$ cat config.mk
export PLATFORM = sky130hd
export DESIGN_NAME = rr_arbiter_n
export DESIGN_NICKNAME = d
export VERILOG_FILES = /design/src/rtl/arb_pkg.sv /design/src/rtl/rr_pick_n.sv /design/src/rtl/rr_arbiter_n.sv
export SDC_FILE = /design/constraint.sdc
export NUM_CORES = 1
export LEC_CHECK = 0
export ABC_AREA = 0
export CORE_ASPECT_RATIO = 0.5
export CORE_UTILIZATION = 40
export CTS_CLUSTER_DIAMETER = 30
export DETAILED_ROUTE_END_ITERATION = 10
export GPL_TIMING_DRIVEN = 0
export PLACE_DENSITY = 0.58
export SYNTH_ARGS = -nofsm -noshare
export SYNTH_HDL_FRONTEND = slang
export SYNTH_SLANG_ARGS = --single-unit
$ cat constraint.sdc
create_clock -name clk -period 4.5 [get_ports clk]
set_clock_uncertainty 0.15 [all_clocks]
set_input_delay 0.45 -clock clk [delete_from_list [all_inputs] [get_ports clk]]
set_output_delay 0.45 -clock clk [all_outputs]
set_load 0.03 [all_outputs]
$ cat src/rtl/arb_pkg.sv
// Shared arbitration helpers: ceil-log2 index sizing and the arbiter state encoding.
package arb_pkg;

  function automatic int unsigned clog2(input int unsigned value);
    int unsigned r;
    r = 0;
    for (int unsigned i = 0; i < 32; i++) begin
      if ((64'd1 << r) < 64'(value)) r = r + 1;
    end
    return r;
  endfunction

  // Index ports are never narrower than one bit, even for degenerate widths.
  function automatic int unsigned idx_w(input int unsigned width);
    return (clog2(width) < 1) ? 1 : clog2(width);
  endfunction

  typedef enum logic {
    IDLE = 1'b0,
    OWN  = 1'b1
  } arb_state_e;

endpackage

$ cat src/rtl/rr_pick_n.sv
// Rotating first-set finder: returns the first requester at or above ptr, wrapping at WIDTH-1.
module rr_pick_n
  import arb_pkg::*;
#(
  parameter  int unsigned WIDTH = 7,
  localparam int unsigned IDX_W = idx_w(WIDTH)
) (
  input  logic [WIDTH-1:0] req,
  input  logic [IDX_W-1:0] ptr,
  output logic [IDX_W-1:0] winner,
  output logic             any_req
);

  logic        found;
  int unsigned pos;

  always_comb begin
    winner = '0;
    found  = 1'b0;
    pos    = 0;
    for (int unsigned i = 0; i < WIDTH; i++) begin
      pos = int'(ptr) + i;
      if (pos >= WIDTH) pos = pos - WIDTH;
      // Shift-and-mask keeps the bit select free of index-width mismatches.
      if (!found && ((req & (WIDTH'(1) << pos)) != '0)) begin
        found  = 1'b1;
        winner = IDX_W'(pos);
      end
    end
    any_req = |req;
  end

endmodule

$ cat src/rtl/rr_arbiter_n.sv
// Round-robin arbiter with grant hold until request drop or MAX_HOLD-cycle timeout.
module rr_arbiter_n
  import arb_pkg::*;
#(
  parameter  int unsigned WIDTH    = 7,
  parameter  int unsigned MAX_HOLD = 8,
  localparam int unsigned IDX_W    = idx_w(WIDTH)
) (
  input  logic             clk,
  input  logic             rst_n,
  input  logic [WIDTH-1:0] req,
  output logic [WIDTH-1:0] gnt,
  output logic [IDX_W-1:0] gnt_idx,
  output logic             gnt_valid,
  output logic             timeout
);

  localparam int unsigned CNT_W     = (MAX_HOLD < 2) ? 1 : clog2(MAX_HOLD);
  localparam int unsigned HOLD_LAST = (MAX_HOLD == 0) ? 0 : MAX_HOLD - 1;

  arb_state_e       state_q, state_d;
  logic [IDX_W-1:0] ptr_q, ptr_d;
  logic [CNT_W-1:0] hold_cnt_q, hold_cnt_d;
  logic [WIDTH-1:0] gnt_q, gnt_d;
  logic [IDX_W-1:0] gnt_idx_q, gnt_idx_d;
  logic [IDX_W-1:0] pick_idx;
  logic             any_req;
  logic             owner_req;
  logic             release_c;
  logic             timeout_c;

  rr_pick_n #(
    .WIDTH (WIDTH)
  ) u_pick (
    .req     (req),
    .ptr     (ptr_q),
    .winner  (pick_idx),
    .any_req (any_req)
  );

  // gnt_q is one-hot on the owner, so masking req with it yields req[owner].
  assign owner_req = |(req & gnt_q);

  always_comb begin
    state_d    = state_q;
    ptr_d      = ptr_q;
    hold_cnt_d = hold_cnt_q;
    gnt_d      = gnt_q;
    gnt_idx_d  = gnt_idx_q;
    release_c  = 1'b0;
    timeout_c  = 1'b0;
    case (state_q)
      IDLE: begin
        if (any_req) begin
          state_d    = OWN;
          gnt_d      = WIDTH'(1) << pick_idx;
          gnt_idx_d  = pick_idx;
          hold_cnt_d = '0;
        end
      end
      OWN: begin
        if (hold_cnt_q != '1) hold_cnt_d = hold_cnt_q + 1'b1;
        // A dropped request wins over a coincident timeout, so no pulse then.
        if (!owner_req) begin
          release_c = 1'b1;
        end else if ((MAX_HOLD != 0) && (hold_cnt_q == CNT_W'(HOLD_LAST))) begin
          release_c = 1'b1;
          timeout_c = 1'b1;
        end
        if (release_c) begin
          state_d    = IDLE;
          gnt_d      = '0;
          gnt_idx_d  = '0;
          hold_cnt_d = '0;
          ptr_d      = (gnt_idx_q == IDX_W'(WIDTH - 1)) ? '0 : gnt_idx_q + 1'b1;
        end
      end
      default: begin
        state_d = IDLE;
      end
    endcase
  end

  always_ff @(posedge clk or negedge rst_n) begin
    if (!rst_n) begin
      state_q    <= IDLE;
      ptr_q      <= '0;
      hold_cnt_q <= '0;
      gnt_q      <= '0;
      gnt_idx_q  <= '0;
    end else begin
      state_q    <= state_d;
      ptr_q      <= ptr_d;
      hold_cnt_q <= hold_cnt_d;
      gnt_q      <= gnt_d;
      gnt_idx_q  <= gnt_idx_d;
    end
  end

  assign gnt       = gnt_q;
  assign gnt_idx   = gnt_idx_q;
  assign gnt_valid = |gnt_q;
  assign timeout   = timeout_c;

endmodule

==> results of run 1 <==
[metal layers]
layer	part of all wire (%)	routed length [um]	track usage (%)	up-vias
li1	-	-	-	1249
met1	50	3810	34.7	1253
met5	0	0	0	-
met2	45	3420	38.7	84
met4	0.72	55	5.79	0
met3	5.1	391	1.64	6
[synth_stat cells (3+ instances only)]
| cell type | number | area, um2 |
|---|---|---|
| nand2_1 | 28 | 105 |
| nor2_1 | 19 | 71.3 |
| a32o_1 | 3 | 30.0 |
| a21oi_1 | 19 | 95.1 |
| and3_1 | 4 | 25.0 |
| inv_1 | 16 | 60.1 |
| mux2i_1 | 17 | 170 |
| a31o_2 | 3 | 26.3 |
| or3_1 | 3 | 18.8 |
| mux2_2 | 6 | 67.6 |
| o31ai_1 | 4 | 30.0 |
| a211oi_1 | 3 | 22.5 |
| nand3_1 | 10 | 50.1 |
| a22oi_1 | 6 | 45.0 |
| nand4_1 | 5 | 31.3 |
| o21ai_0 | 18 | 90.1 |
| nor3_1 | 8 | 40.0 |
| o211ai_1 | 6 | 45.0 |
| nor3b_1 | 5 | 37.5 |
| buf_4 | 7 | 52.6 |
| and2_1 | 4 | 25.0 |
| nand3b_1 | 3 | 22.5 |
| nor4_1 | 4 | 25.0 |
| ha_1 | 23 | 288 |
| nand2b_1 | 5 | 31.3 |
| dfrtp_1 | 17 | 425 |
| clkbuf_1 | 5 | 18.8 |
| a22o_1 | 3 | 26.3 |
| xnor2_1 | 6 | 52.6 |
| buf_2 | 6 | 30.0 |
| a311oi_1 | 4 | 35.0 |
[metrics by stage]
stage | setup slack (ps) | std cells | utilization (%) | hold slack [ps] | cell area, um2
finish | 220 | 430 | 48.0 | 361 | 2980
global route | 37.3 | 430 | 48.0 | 397 | 2980
CTS | 91.7 | 431 | 47.9 | 361 | 2970
detailed placement | 117 | 427 | 46.7 | 346 | 2900
global placement | 145 | 427 | 46.7 | 344 | 2900
floorplan | 716 | 323 | - | 4.41 | 2630
[flip-flops by register name, summed over array words and instances, names as in the netlist]
name	cells
gnt_idx	3
hold_cnt_q	3
gnt	7
ptr_q	3
state_q	1
[cell families after synthesis]
| family | share of synthesized area [%] |
|---|---|
| buf+inv | 7.20 |
| xor+xnor | 2.96 |
| fa+ha+maj | 11.7 |
| simple gates | 24.1 |
| flops | 16.2 |
| compound gates | 28.2 |
| mux | 9.63 |
[cell type report]
type                            instances  area [um2]
Timing Repair Buffer                   16         160
Clock buffer                            4        78.8
Inverter                               16        60.1
Fill cell                             649        3230
Multi-Input combinational cell        269        2020
Buffer                                 20         124
Sequential cell                        17         428
Tap cell                               88         110
[critical path: cells and delay by family (launching register included)]
kind,cells,cell delay (ps)
mux,1,180
buf+inv,4,740
simple gates,5,1190
fa+ha+maj,2,580
compound gates,3,840
flops,1,480
[how the worst max path moves through the flow]
stage | end | slack [ps] | depth (start not counted)
2_1_floorplan | gnt[5]$_DFFE_PN0P_ | 720 | 15
3_3_place_gp | gnt[5]$_DFFE_PN0P_ | 140 | 15
3_5_place_dp | gnt[5]$_DFFE_PN0P_ | 120 | 15
4_1_cts | gnt[2]$_DFFE_PN0P_ | 90 | 15
5_1_grt | gnt[2]$_DFFE_PN0P_ | 40 | 15
6_report | gnt[5]$_DFFE_PN0P_ | 220 | 15
[repair_timing]
action,in CTS,in global routing
setup buffers,0,0
gates resized for setup,0,4
hold buffers,0,0
setup endpoints to repair,0,10
==> flow_summary.ini, run 1 <==
[routing]
num_vias = 2592
drtIter0Drc = 231
ant_nets = 0
drt_pass1_iterations = 5
wl_per_cell_um = 17.9
via_per_inst = 6.03
drc = 0
totalWireLength_mm = 7.68

[cells_and_area]
area_growth_pct = 13.5
finalNetCount = 376
drive_gt1_share_pct = 14.3
mostFrequentLayoutCells = 28 x nand2_1, 23 x ha_1, 19 x nor2_1, 19 x a21oi_1, 18 x o21ai_0
final_common_cell = nand2_1
insertedDiodeCount = 0

[yosys]
ys_ff_latch = 17
synthArstFlopShare_pct = 100
ys_warn_count = 0
netlist_area_um2 = 2630
avgSynthCellArea_um2 = 8.13
synth_edf_count = 0
synth-main-ff-cell = dfrtp_1
yosysUniqueCellTypes = 78
ys_seq_area_share_pct = 16.2
synth_nets = 356
synth_cells = 323

[global_route]
grt_pass1_vias = 2494
grtUsageTotal_pct = 23.8
antenna_found_initial = 0
grt_overflow = 0
grt_pass1_wl_mm = 12.6
grt_max_degree = 18

[sta]
clock.fmax_ghz = 0.234
fin_crit_sh_pct = 95.1
rsz0062_at_grt = no
tightest_slew_ps = 749
hold_viol = 0
min_period_ps = 4280
setup_tns_ps = 0
maxSlewViolCount = 0
setup_viol = 0
relSlewSlack_pct = 49.9

[worst_setup_path]
cp.arrival_ps = 4260
worstSetupPathType = reg -> reg
cp_common_cell = ha_1
reg2reg_to = gnt[5]$_DFFE_PN0P_
reg2reg_slack_ps = 220
start_kind = flip-flop
crit_required_ps = 4480
r2r_cells = 15
max_stage_delay_ps = 580
cpMaxStageDelayCell = or4_1
path_cells = buf_6 > inv_1 > buf_4 > ha_1 > inv_2 > nand3_1 > ha_1 > or3_1 > mux2i_1 > nand2_1 > a311o_1 > or4_1 > nand3_2 > a21oi_2 > a32o_1
cp_max_fo = 11
worstSetupEndpointType = flip-flop
r2r-start = ptr_q[0]$_DFFE_PN0P_
startpoint = ptr_q[0]$_DFFE_PN0P_

[clock_tree]
cts_buffers = 3
cts.sinks = 17
cts_buffer_depth = 2
ctsHtreeMaxLevel = 1
clk_pin_slew_ps = 50
clk_latency_ps = 240
cts_tree = built
cts_root_buf = clkbuf_16

[placed_design]
place.gp.congestion = 0.875
portBuffers = 16
place_hpwl_mm = 5.78

[floorplan]
fp-row-count = 20
core-area_um2 = 6210
dieArea_um2 = 6910
num_io_pins = 21
start_util_pct = 42.3
die_h_um = 59.3
die_x_um = 117

[flow_run]
maxCapViolCount = 0

[hold_path]
hold_depth = 1
hold_path_end = hold_cnt_q[1]$_DFFE_PN0P_
holdCritStartpoint = hold_cnt_q[1]$_DFFE_PN0P_
hold_class = reg -> reg

[outcome]
outcome = finished, final reports clean
Power of run 1 is left out: the tool's default activity adds up to more than one toggle a clock period on the data nets, which glitch-free logic cannot reach.
==> inputs of run 2 (changes only) <==
--- a/config.mk
+++ b/config.mk
@@ -6,6 +6,7 @@
 export NUM_CORES = 1
 export LEC_CHECK = 0
 export ABC_AREA = 0
+export ABC_CLOCK_PERIOD_IN_PS = 4500
 export CORE_ASPECT_RATIO = 0.5
 export CORE_UTILIZATION = 40
 export CTS_CLUSTER_DIAMETER = 30
==> results of run 2 <==
No change in the layout: final DEF, timing and power equal those of run 1.
Power of run 2 is left out for the same reason.
==> inputs of run 3 (changes only) <==
--- a/config.mk
+++ b/config.mk
@@ -8,8 +8,10 @@
 export ABC_AREA = 0
 export ABC_CLOCK_PERIOD_IN_PS = 4500
 export CORE_ASPECT_RATIO = 0.5
+export CORE_MARGIN = 1.5
 export CORE_UTILIZATION = 40
 export CTS_CLUSTER_DIAMETER = 30
+export CTS_CLUSTER_SIZE = 25
 export DETAILED_ROUTE_END_ITERATION = 10
 export GPL_TIMING_DRIVEN = 0
 export PLACE_DENSITY = 0.58
==> run 3 against run 2 <==
Effect of this change:
- worst hold slack improved by 13 ps
- critical path type unchanged
- design area unchanged
- core utilization unchanged
- first-iteration DRC count decreased by 19%
- cell count unchanged
==> flow_summary.ini, run 3 (synthesis gave the netlist of run 1 again) <==
[cells_and_area]
utilization_pct = 48.0
multi_input_area_um2 = 2020
nFillCells = 627
largest_register_ff_count = 7
finalNetCount = 376
drive_gt1_share_pct = 14.3
mostFrequentLayoutCells = 28 x nand2_1, 23 x ha_1, 19 x nor2_1, 19 x a21oi_1, 18 x o21ai_0
seq_area_um2 = 428
final_common_cell = nand2_1
area_growth_pct = 13.5
insertedDiodeCount = 0
finalNonFillerCells = 430

[floorplan]
fp-row-count = 20
die_h_um = 60.3
start_util_pct = 42.3
dieArea_um2 = 7090
num_io_pins = 21
die_x_um = 118
core-area_um2 = 6210

[clock_tree]
cts_buffers = 3
clk_pin_slew_ps = 50
cts_hold_buf = 0
cts_root_buf = clkbuf_16
cts_buffer_depth = 2
cts.sinks = 17
ctsHtreeMaxLevel = 1
clk_latency_ps = 250
cts_tree = built

[hold_path]
holdCritStartpoint = hold_cnt_q[2]$_DFFE_PN0P_
hold_depth = 1
hold_path_end = hold_cnt_q[2]$_DFFE_PN0P_
hold_class = reg -> reg

[sta]
fin_crit_sh_pct = 94.0
relSlewSlack_pct = 49.9
tightest_slew_ps = 749
rsz0062_at_grt = no
setup_tns_ps = 0
maxSlewViolCount = 0
hold_viol = 0
min_period_ps = 4230
setup_viol = 0
clock.fmax_ghz = 0.236

[worst_setup_path]
worstSetupPathType = reg -> reg
r2r-start = ptr_q[0]$_DFFE_PN0P_
cp_common_cell = ha_1
cp_max_fo = 11
reg2reg_slack_ps = 270
path_cells = buf_6 > inv_1 > buf_4 > ha_1 > inv_2 > nand3_1 > ha_1 > or3_1 > mux2i_1 > nand2_1 > a311o_1 > or4_1 > nand3_2 > a21oi_2 > a32o_1
cp.arrival_ps = 4210
crit_required_ps = 4490
reg2reg_to = gnt[5]$_DFFE_PN0P_
cpMaxStageDelayCell = or4_1
start_kind = flip-flop
startpoint = ptr_q[0]$_DFFE_PN0P_
r2r_cells = 15
max_stage_delay_ps = 580
worst-path-buf-inv = 4
critPathTopFamily = simple AND/OR/NAND/NOR gates
worstSetupEndpointType = flip-flop

[routing]
num_vias = 2611
wl_per_cell_um = 18.2
totalWireLength_mm = 7.83
drt_pass1_iterations = 5
drtIter0Drc = 188
drc = 0
via_per_inst = 6.07
ant_nets = 0

[placed_design]
place_hpwl_mm = 5.83
portBuffers = 16
place_inst = 427
place.gp.congestion = 0.875

[outcome]
outcome = finished, final reports clean

[global_route]
antenna_found_initial = 0
grtUsageTotal_pct = 22.8
grt_max_degree = 18
grt_overflow = 0
grt_pass1_vias = 2441
grt_pass1_wl_mm = 12.6

[flow_run]
maxCapViolCount = 0
==> run 3: cell counts in the layout (fill, tap and decap cells not counted) <==
Identical to the previous run, type by type.
==> run 3: cell type report <==
cell class	instances	share of cell area, %
timing repair buffer	16	5.38
buffer	20	4.16
clock buffer	4	2.65
inverter	16	2.02
multi-input combinational	269	67.7
sequential	17	14.4
tap	88	3.70
==> run 3: layer usage <==
metal / share of wire [%] / track usage, % / wire length, um / up-vias
met5: 0 / 0 / 0 / -
met4: 0.88 / 6.62 / 69 / 0
met3: 6.3 / 2.48 / 490 / 8
met2: 44 / 37.6 / 3430 / 79
met1: 49 / 32.0 / 3840 / 1269
li1: - / - / - / 1255
==> run 3: per-stage QoR <==
step,area [um2],worst slack [ps],hold WS [ps]
floorplan,2630,716,4.41
global placement,2900,120,345
detailed placement,2900,151,349
finish,2980,271,374
CTS,2970,125,369
global route,2980,63.4,396
==> run 3: worst max-delay path by stage <==
stage | endpoint | slack, ps | depth (start not counted)
after floorplan | gnt[5]$_DFFE_PN0P_ | 720 | 15
after global placement | gnt[5]$_DFFE_PN0P_ | 120 | 15
after detailed placement | gnt[5]$_DFFE_PN0P_ | 150 | 15
after CTS | gnt[5]$_DFFE_PN0P_ | 130 | 15
after global routing | gnt[2]$_DFFE_PN0P_ | 60 | 14
final | gnt[5]$_DFFE_PN0P_ | 270 | 15
==> run 3: repair_timing <==
item / CTS / global route
endpoints found under the setup margin: 0 / 10
buffers inserted: 0 / 0
gates resized for setup: 0 / 4
Power of run 3 is left out for the same reason.
